[src/rtl/uvma_obi_memory_arb_pkg.sv]
// Shared types and helpers for the OBI memory round-robin arbiter.
package uvma_obi_memory_arb_pkg;

  localparam int unsigned ARB_MAX_REQ         = 8;
  localparam int unsigned ARB_IDX_W           = $clog2(ARB_MAX_REQ);
  localparam int unsigned ARB_MAX_OUTSTANDING = 16;
  localparam int unsigned ARB_CNT_W           = $clog2(ARB_MAX_OUTSTANDING + 1);

  // One ID FIFO entry: index of the master that owns an accepted request.
  typedef logic [ARB_IDX_W-1:0] arb_id_t;

  // First requesting index scanning upward from (last+1) mod n.
  // With no requester the result is (last+1) mod n, which is harmless
  // because the caller qualifies it with the request bit.
  function automatic arb_id_t rr_pick(input logic [ARB_MAX_REQ-1:0] req,
                                      input arb_id_t                last,
                                      input int unsigned            n);
    arb_id_t     pick;
    arb_id_t     cand;
    logic        found;
    int unsigned idx;
    idx   = (32'(last) + 1) % n;
    pick  = arb_id_t'(idx);
    found = 1'b0;
    for (int unsigned i = 1; i <= ARB_MAX_REQ; i++) begin
      if (i <= n && !found) begin
        idx  = (32'(last) + i) % n;
        cand = arb_id_t'(idx);
        if (req[cand]) begin
          pick  = cand;
          found = 1'b1;
        end
      end
    end
    return pick;
  endfunction

endpackage

[src/rtl/uvma_obi_memory_arb_id_fifo.sv]
// In-order FIFO of granted master IDs used to route R-channel responses.
module uvma_obi_memory_arb_id_fifo
  import uvma_obi_memory_arb_pkg::*;
#(
  parameter int unsigned DEPTH = 4,
  parameter int unsigned CNT_W = $clog2(DEPTH + 1)
) (
  input  logic             clk,
  input  logic             reset_n,
  input  logic             push,
  input  arb_id_t          push_id,
  input  logic             pop,
  output logic             full,
  output logic             empty,
  output logic [CNT_W-1:0] count,
  output arb_id_t          head
);

  localparam int unsigned PTR_W = (DEPTH > 1) ? $clog2(DEPTH) : 1;

  arb_id_t          mem [DEPTH];
  logic [PTR_W-1:0] wr_ptr;
  logic [PTR_W-1:0] rd_ptr;
  logic [CNT_W-1:0] cnt_q;

  // Explicit wrap so non-power-of-two depths stay modulo DEPTH.
  function automatic logic [PTR_W-1:0] next_ptr(input logic [PTR_W-1:0] p);
    return (p == PTR_W'(DEPTH - 1)) ? '0 : p + 1'b1;
  endfunction

  // Storage array; contents are don't-care until written, so no reset.
  always_ff @(posedge clk) begin
    if (push) begin
      mem[wr_ptr] <= push_id;
    end
  end

  // Pointer and occupancy bookkeeping.
  always_ff @(posedge clk) begin
    if (!reset_n) begin
      wr_ptr <= '0;
      rd_ptr <= '0;
      cnt_q  <= '0;
    end else begin
      if (push) wr_ptr <= next_ptr(wr_ptr);
      if (pop)  rd_ptr <= next_ptr(rd_ptr);
      case ({push, pop})
        2'b10:   cnt_q <= cnt_q + 1'b1;
        2'b01:   cnt_q <= cnt_q - 1'b1;
        default: cnt_q <= cnt_q;
      endcase
    end
  end

  assign full  = (cnt_q == CNT_W'(DEPTH));
  assign empty = (cnt_q == '0);
  assign count = cnt_q;
  assign head  = mem[rd_ptr];

endmodule

[src/rtl/uvma_obi_memory_rr_arbiter.sv]
// Round-robin OBI A-channel arbiter with in-order R-channel routing,
// outstanding tracking and sticky slave-side protocol error flag.
module uvma_obi_memory_rr_arbiter
  import uvma_obi_memory_arb_pkg::*;
#(
  parameter int unsigned NUM_REQ         = 2,
  parameter int unsigned ADDR_WIDTH      = 32,
  parameter int unsigned DATA_WIDTH      = 32,
  parameter int unsigned MAX_OUTSTANDING = 4
) (
  input  logic                            clk,
  input  logic                            reset_n,
  input  logic [NUM_REQ-1:0]              req_i,
  output logic [NUM_REQ-1:0]              gnt_o,
  input  logic [NUM_REQ*ADDR_WIDTH-1:0]   addr_i,
  input  logic [NUM_REQ-1:0]              we_i,
  input  logic [NUM_REQ*DATA_WIDTH/8-1:0] be_i,
  input  logic [NUM_REQ*DATA_WIDTH-1:0]   wdata_i,
  output logic [NUM_REQ-1:0]              rvalid_o,
  output logic [DATA_WIDTH-1:0]           rdata_o,
  input  logic [NUM_REQ-1:0]              rready_i,
  output logic                            m_req_o,
  input  logic                            m_gnt_i,
  output logic [ADDR_WIDTH-1:0]           m_addr_o,
  output logic                            m_we_o,
  output logic [DATA_WIDTH/8-1:0]         m_be_o,
  output logic [DATA_WIDTH-1:0]           m_wdata_o,
  input  logic                            m_rvalid_i,
  input  logic [DATA_WIDTH-1:0]           m_rdata_i,
  output logic                            m_rready_o,
  output logic [$clog2(MAX_OUTSTANDING+1)-1:0] outstanding_o,
  output logic                            err_o
);

  localparam int unsigned BE_W  = DATA_WIDTH / 8;
  localparam int unsigned CNT_W = $clog2(MAX_OUTSTANDING + 1);

  arb_id_t          last_q;
  arb_id_t          lock_idx_q;
  logic             lock_q;
  logic             err_q;
  arb_id_t          sel;
  arb_id_t          head;
  logic             sel_req;
  logic             accept;
  logic             pop;
  logic             rready_head;
  logic             fifo_full;
  logic             fifo_empty;
  logic [CNT_W-1:0] fifo_count;

  // Pick the master: a stalled request stays pinned until granted.
  always_comb begin
    sel = lock_q ? lock_idx_q : rr_pick(ARB_MAX_REQ'(req_i), last_q, NUM_REQ);
  end

  // A-channel mux from the selected master and per-master grant.
  always_comb begin
    sel_req   = 1'b0;
    m_addr_o  = '0;
    m_we_o    = 1'b0;
    m_be_o    = '0;
    m_wdata_o = '0;
    gnt_o     = '0;
    for (int unsigned k = 0; k < NUM_REQ; k++) begin
      if (sel == arb_id_t'(k)) begin
        sel_req   = req_i[k];
        m_addr_o  = addr_i[k*ADDR_WIDTH +: ADDR_WIDTH];
        m_we_o    = we_i[k];
        m_be_o    = be_i[k*BE_W +: BE_W];
        m_wdata_o = wdata_i[k*DATA_WIDTH +: DATA_WIDTH];
      end
    end
    // No full-bypass: a same-cycle pop does not free a slot for this cycle.
    m_req_o = reset_n & sel_req & ~fifo_full;
    accept  = m_req_o & m_gnt_i;
    for (int unsigned k = 0; k < NUM_REQ; k++) begin
      gnt_o[k] = accept & (sel == arb_id_t'(k));
    end
  end

  // R-channel demux to the master at the head of the ID FIFO.
  always_comb begin
    rvalid_o    = '0;
    rready_head = 1'b0;
    for (int unsigned k = 0; k < NUM_REQ; k++) begin
      if (head == arb_id_t'(k)) begin
        rvalid_o[k] = reset_n & m_rvalid_i & ~fifo_empty;
        rready_head = rready_i[k];
      end
    end
    m_rready_o = reset_n & rready_head & ~fifo_empty;
    pop        = m_rvalid_i & m_rready_o;
  end

  assign rdata_o       = m_rdata_i;
  assign outstanding_o = reset_n ? fifo_count : '0;
  assign err_o         = reset_n & err_q;

  // Round-robin pointer, request lock and sticky error state.
  always_ff @(posedge clk) begin
    if (!reset_n) begin
      last_q     <= arb_id_t'(NUM_REQ - 1);
      lock_q     <= 1'b0;
      lock_idx_q <= '0;
      err_q      <= 1'b0;
    end else begin
      if (accept) begin
        last_q <= sel;
        lock_q <= 1'b0;
      end else if (lock_q && !sel_req) begin
        lock_q <= 1'b0;
      end else if (m_req_o && !m_gnt_i) begin
        lock_q     <= 1'b1;
        lock_idx_q <= sel;
      end
      if ((lock_q && !sel_req) || (m_rvalid_i && fifo_empty)) begin
        err_q <= 1'b1;
      end
    end
  end

  uvma_obi_memory_arb_id_fifo #(
    .DEPTH (MAX_OUTSTANDING),
    .CNT_W (CNT_W)
  ) u_id_fifo (
    .clk     (clk),
    .reset_n (reset_n),
    .push    (accept),
    .push_id (sel),
    .pop     (pop),
    .full    (fifo_full),
    .empty   (fifo_empty),
    .count   (fifo_count),
    .head    (head)
  );

endmodule

[config.mk]
export PLATFORM = sky130hd
export DESIGN_NAME = uvma_obi_memory_rr_arbiter
export DESIGN_NICKNAME = d
export VERILOG_FILES = /design/src/rtl/uvma_obi_memory_arb_pkg.sv /design/src/rtl/uvma_obi_memory_arb_id_fifo.sv /design/src/rtl/uvma_obi_memory_rr_arbiter.sv
export SDC_FILE = /design/constraint.sdc
export NUM_CORES = 1
export LEC_CHECK = 0
export CAP_MARGIN = 0
export CORE_AREA = 2 2 111 113
export CTS_CLUSTER_DIAMETER = 100
export DETAILED_ROUTE_END_ITERATION = 8
export DIE_AREA = 0 0 113 115
export HOLD_SLACK_MARGIN = 0.12
export MAX_ROUTING_LAYER = met4
export PLACE_DENSITY = 0.67
export SYNTH_ARGS = -nofsm -noshare
export SYNTH_HDL_FRONTEND = slang
export SYNTH_HIERARCHICAL = 1
export SYNTH_SLANG_ARGS = --single-unit
[constraint.sdc]
create_clock -name clk -period 3.1 [get_ports clk]
set_input_delay 0.31 -clock clk [delete_from_list [all_inputs] [get_ports clk]]
set_output_delay 0.31 -clock clk [all_outputs]
set_load 0.01 [all_outputs]
# Word level (Yosys, flattened, before mapping)
# Memories as Yosys holds them, arrays and structs flattened. A register that Yosys moved wholly into a read port is not among the register bits.
# Index checks and enable logic that the tools add are counted.
# op_classes
shift	0
n_bitwise	16
magnitude_cmp	2
addsub	6
n_mux	30
div_mod_pow	0
n_mul	0
eq_ne	7
n_reduce_logical	12
# op_table
operator	n
2-to-1 mux 32 bit	4
2-to-1 mux 1 bit	17
AND 1 bit	11
zero test 3 bit	3
< comparator 1 x 4 -> 1 bit, second input constant	2
2-to-1 mux 2 bit	4
2-to-1 mux 4 bit	2
equality test 2 bit, second input constant	3
equality test 3 x 1 -> 1 bit, second input constant	2
2-to-1 mux 3 bit	2
one-hot mux 3 bit (2 select lines)	1
inverter 1 bit	5
adder 2 x 1 -> 2 bit, second input constant	2
adder 3 x 1 -> 3 bit, second input constant	1
equality test 3 bit, second input constant	1
logical AND 1 bit	3
AND reduction 3 bit	1
OR reduction 3 bit	1
subtractor 3 x 1 -> 3 bit, second input constant	1
adder 1 bit, second input constant	2
equality test 2 x 1 -> 1 bit, second input constant	1
zero test 1 bit	2
nonzero test 2 bit	1
logical OR 1 bit	1
# totals
romBits	0
inputBits	178
latch_bits	0
ramBits	12
word_cells	81
regBits	13
mem_count	1
out_inout_bits	111
# memory_table
memory	words	word_bits	rd	rd_clocked_by_memory_dff	write_ports	line_no	text
u_id_fifo.mem	4	3	1	1	1	uvma_obi_memory_arb_id_fifo.sv:21	arb_id_t mem [DEPTH];

# Depth between registers and ports, before layout
# logic_depth
word_depth	14
depth_mapped	12
depth_no_buf	12

# Modules after synthesis
# The synthesis kept the hierarchy.
# modules_own_cells
module	area_per_inst_um2	n_inst	cells_per_inst	seq_area_each_um2
uvma_obi_memory_rr_arbiter	1878.1	1	332	120.1
uvma_obi_memory_arb_id_fifo	890.9	1	62	540.5

# Worst setup path before layout
# OpenSTA, ideal clock, no wires.
# synth_timing
path_type	register to register
start	register (tool-made name)
end	register u_id_fifo.cnt_q[2], in the netlist u_id_fifo/count[2]
slack_ns	0.233
arrival_ns	2.797
t_required_ns	3.030
period_less_slack_ns	2.867
n_path_buf	0
path_stages_with_launch	11
setup_time_ns	0.070
path_cell_list	dfxtp_1 mux4_2 mux2i_1 or3_1 nor2_1 ha_1 inv_1 fa_1 xor2_1 or3_1 a21boi_1
# synth_lines
item	line_no	text
end signal: assignment	uvma_obi_memory_arb_id_fifo.sv:48	2'b10: cnt_q <= cnt_q + 1'b1;
end signal: assignment	uvma_obi_memory_arb_id_fifo.sv:49	2'b01: cnt_q <= cnt_q - 1'b1;
end signal: assignment	uvma_obi_memory_arb_id_fifo.sv:50	default: cnt_q <= cnt_q;
end: declaration	uvma_obi_memory_arb_id_fifo.sv:24	logic [CNT_W-1:0] cnt_q;

==> results.sh <==
export IMPL_hold_viol=0
export IMPL_ant_nets=0
export IMPL_pre_cts_ws_ns=0.0932
export IMPL_area_growth_pct=83.6
export IMPL_end_kind="flip-flop"
export IMPL_finalMaxSlewViolations=0
export IMPL_numClockSinks=27
export IMPL_cts_tree="yes"
export IMPL_netlist_area_sq_mm=0.00277
export IMPL_first_global_vias=3491
export IMPL_htreeDepth=1
export IMPL_start_util=0.234
export IMPL_gp_congestion=0.836
export IMPL_numCtsBuffers=3
export IMPL_hpwl_microns=9750
export IMPL_synth_nets=579
export IMPL_cp_data_required_time_ns=3.30
export IMPL_clockBufferDepth=2
export IMPL_worstPathArrival_ns=3.16
export IMPL_design_die_area_sq_mm=0.0130
export IMPL_fmax_mhz=337
export IMPL_worst_path_max_fanout=3
export IMPL_dr_pass1_iters=7
export IMPL_synthTopCellsByArea="a21oi_1, edfxtp_1, nand3_1"
export IMPL_tns_ns=0
export IMPL_ioPinCount=289
export IMPL_whs_ns=0.522
export IMPL_io_buffer_count=224
export IMPL_vias_per_cell=5.20
export IMPL_drcViolationCount=12
export IMPL_crit_type="flip-flop to flip-flop"
export IMPL_routed_wl_microns=12700
export IMPL_synth_edf_count=12
export IMPL_tightestPinTransition_ns=0.490
export IMPL_clk_root_buffer_cell="clkbuf_16"
export IMPL_period_needed_ns=2.96
export IMPL_cap_viol_max_count=0
export IMPL_ys_flop_type="dfxtp_1"
export IMPL_grt_usage=0.183
export IMPL_ys_warn_count=6
export IMPL_layout_commonest_cell="clkdlybuf4s50_1"
export IMPL_period_share=0.956
export IMPL_final_cell_mix="clkdlybuf4s50_1, a21oi_1, nand3_1"
export IMPL_antenna_cells=0
export IMPL_cts_clk_slew_worst_paths_ns=0.07
export IMPL_fp_dieH_microns=115
export IMPL_drive_above_1_share=0.0563
export IMPL_maxSlewHeadroom=0.674
export IMPL_p_per_area_mw_per_mm2=312
export IMPL_synth_ff_latch_count=27
export IMPL_drt_iter0_drc=236
export IMPL_grt_overflow_total=0
export IMPL_yosysTopAreaCellShare=0.134
export IMPL_finClkSkew_ns=0.00384
export IMPL_ys_async_sr_fraction=0
export IMPL_violations="design-rule violations"
export IMPL_synth_cell_types=43
export IMPL_setup_viol=0
export IMPL_antenna_found_initial=0
export IMPL_num_vias=3715
export IMPL_start_kind="flip-flop"
export IMPL_grt_pass1_wl_microns=18500
export IMPL_core_sq_mm=0.0118
export IMPL_grt_start_max_net_pins=64
export IMPL_nets=754
export IMPL_clk_latency_ns=0.26
export IMPL_synth_area_per_cell_sq_um=7.03
export IMPL_dieWidth_microns=113
export IMPL_p_leak_uw=0.00178
export IMPL_status="complete, but fails checks"
export IMPL_yosysTopAreaCell="a21oi_1"
export IMPL_num_rows=40
export IMPL_setup_ws_ns=0.135
export IMPL_cts_hold_buf=0
export IMPL_ys_seq_area_frac=0.239
export IMPL_wl_per_cell_microns=17.7
export IMPL_syn_inst=394
export IMPL_ir_drop_mv=0.147
export IMPL_grt_setup_unrepaired="no"
export IMPL_hold_path_class="flip-flop to flip-flop"
[sequential cells by signal (all words and copies together) (netlist names), named ones only]
register,count
lock_q,1
u_id_fifo/count,3
u_id_fifo/wr_ptr,2
u_id_fifo/mem,12
err_q,1
last_q,1
u_id_fifo/rd_ptr,2
lock_idx_q,3
[final timing paths]
check	startpoint	endpoint	slack (ns)	cells after the start
min reg2reg	u_id_fifo/count[2]	u_id_fifo/count[2]	0.52	2
min	u_id_fifo/count[2]	u_id_fifo/count[2]	0.52	2
max reg2reg	flip-flop	u_id_fifo/count[2]	0.14	10
max	flip-flop	u_id_fifo/count[2]	0.14	10
[report_power, final]
| part | switching (uW) | total, uW | internal, uW |
|---|---|---|---|
| clock network | 118 | 292 | 174 |
| logic | 384 | 902 | 518 |
| registers | 9.35 | 390 | 381 |
| total | 511 | 1580 | 1070 |
[layer usage]
metal	up-vias	wire, microns	global-route usage	part of all wire
met1	1733	5310	0.239	0.42
met3	25	1070	0.0295	0.084
met5	-	0	-	0
met2	214	6010	0.289	0.47
li1	1743	-	-	-
met4	0	290	0.0626	0.023
[worst max-delay path, cell delays in order (launching register included)]
cell and delay [ns]:
dfxtp_1 0.42, mux4_2 0.57, mux2i_1 0.14, or3_1 0.34
nor2_2 0.19, ha_1 0.21, inv_1 0.06, fa_1 0.37
xor2_1 0.16, or3_1 0.30, a21boi_1 0.14
[what timing repair did]
item / CTS / global route
gates resized for setup: 0 / 2
setup buffers: 0 / 0
endpoints found under the setup margin: 0 / 2
[logic make-up after synthesis]
group	share of synthesized area
muxes	0.0425
AOI/OAI and AO/OA	0.299
xor gates and xnor gates	0.00633
DFF	0.239
adders and majority gates	0.0343
and+or+nand+nor	0.224
buffers and inverters	0.155
[stage by stage]
step | total power, uW | instance area [sq um] | utilization | cells
final | 1580 | 5080 | 0.431 | 715
after floorplan | 787 | 2770 | - | 394
after CTS | 1600 | 5080 | 0.430 | 715
after global placement | 1290 | 5000 | 0.423 | 711
after detailed placement | 1300 | 5000 | 0.423 | 711
after global routing | 1670 | 5080 | 0.431 | 715
[cell usage after synthesis, types with 10 or more instances]
cell / count
a21oi_1: 74
inv_1: 10
buf_4: 32
edfxtp_1: 12
nor2_1: 11
and2_1: 10
nand3_1: 69
clkbuf_1: 28
o21ai_1: 13
o21ai_0: 58
dfxtp_1: 15
[area by class of cell]
| class | count | area, sq um |
|---|---|---|
| multi-input cells | 287 | 1700 |
| fillers | 1199 | 6730 |
| inverters | 11 | 41.3 |
| clock inverters | 1 | 5.00 |
| clock buffers | 3 | 75.1 |
| repair buffers | 239 | 2420 |
| well taps | 147 | 184 |
| flip-flops and latches | 27 | 661 |
(Power assumes the default switching activity.)
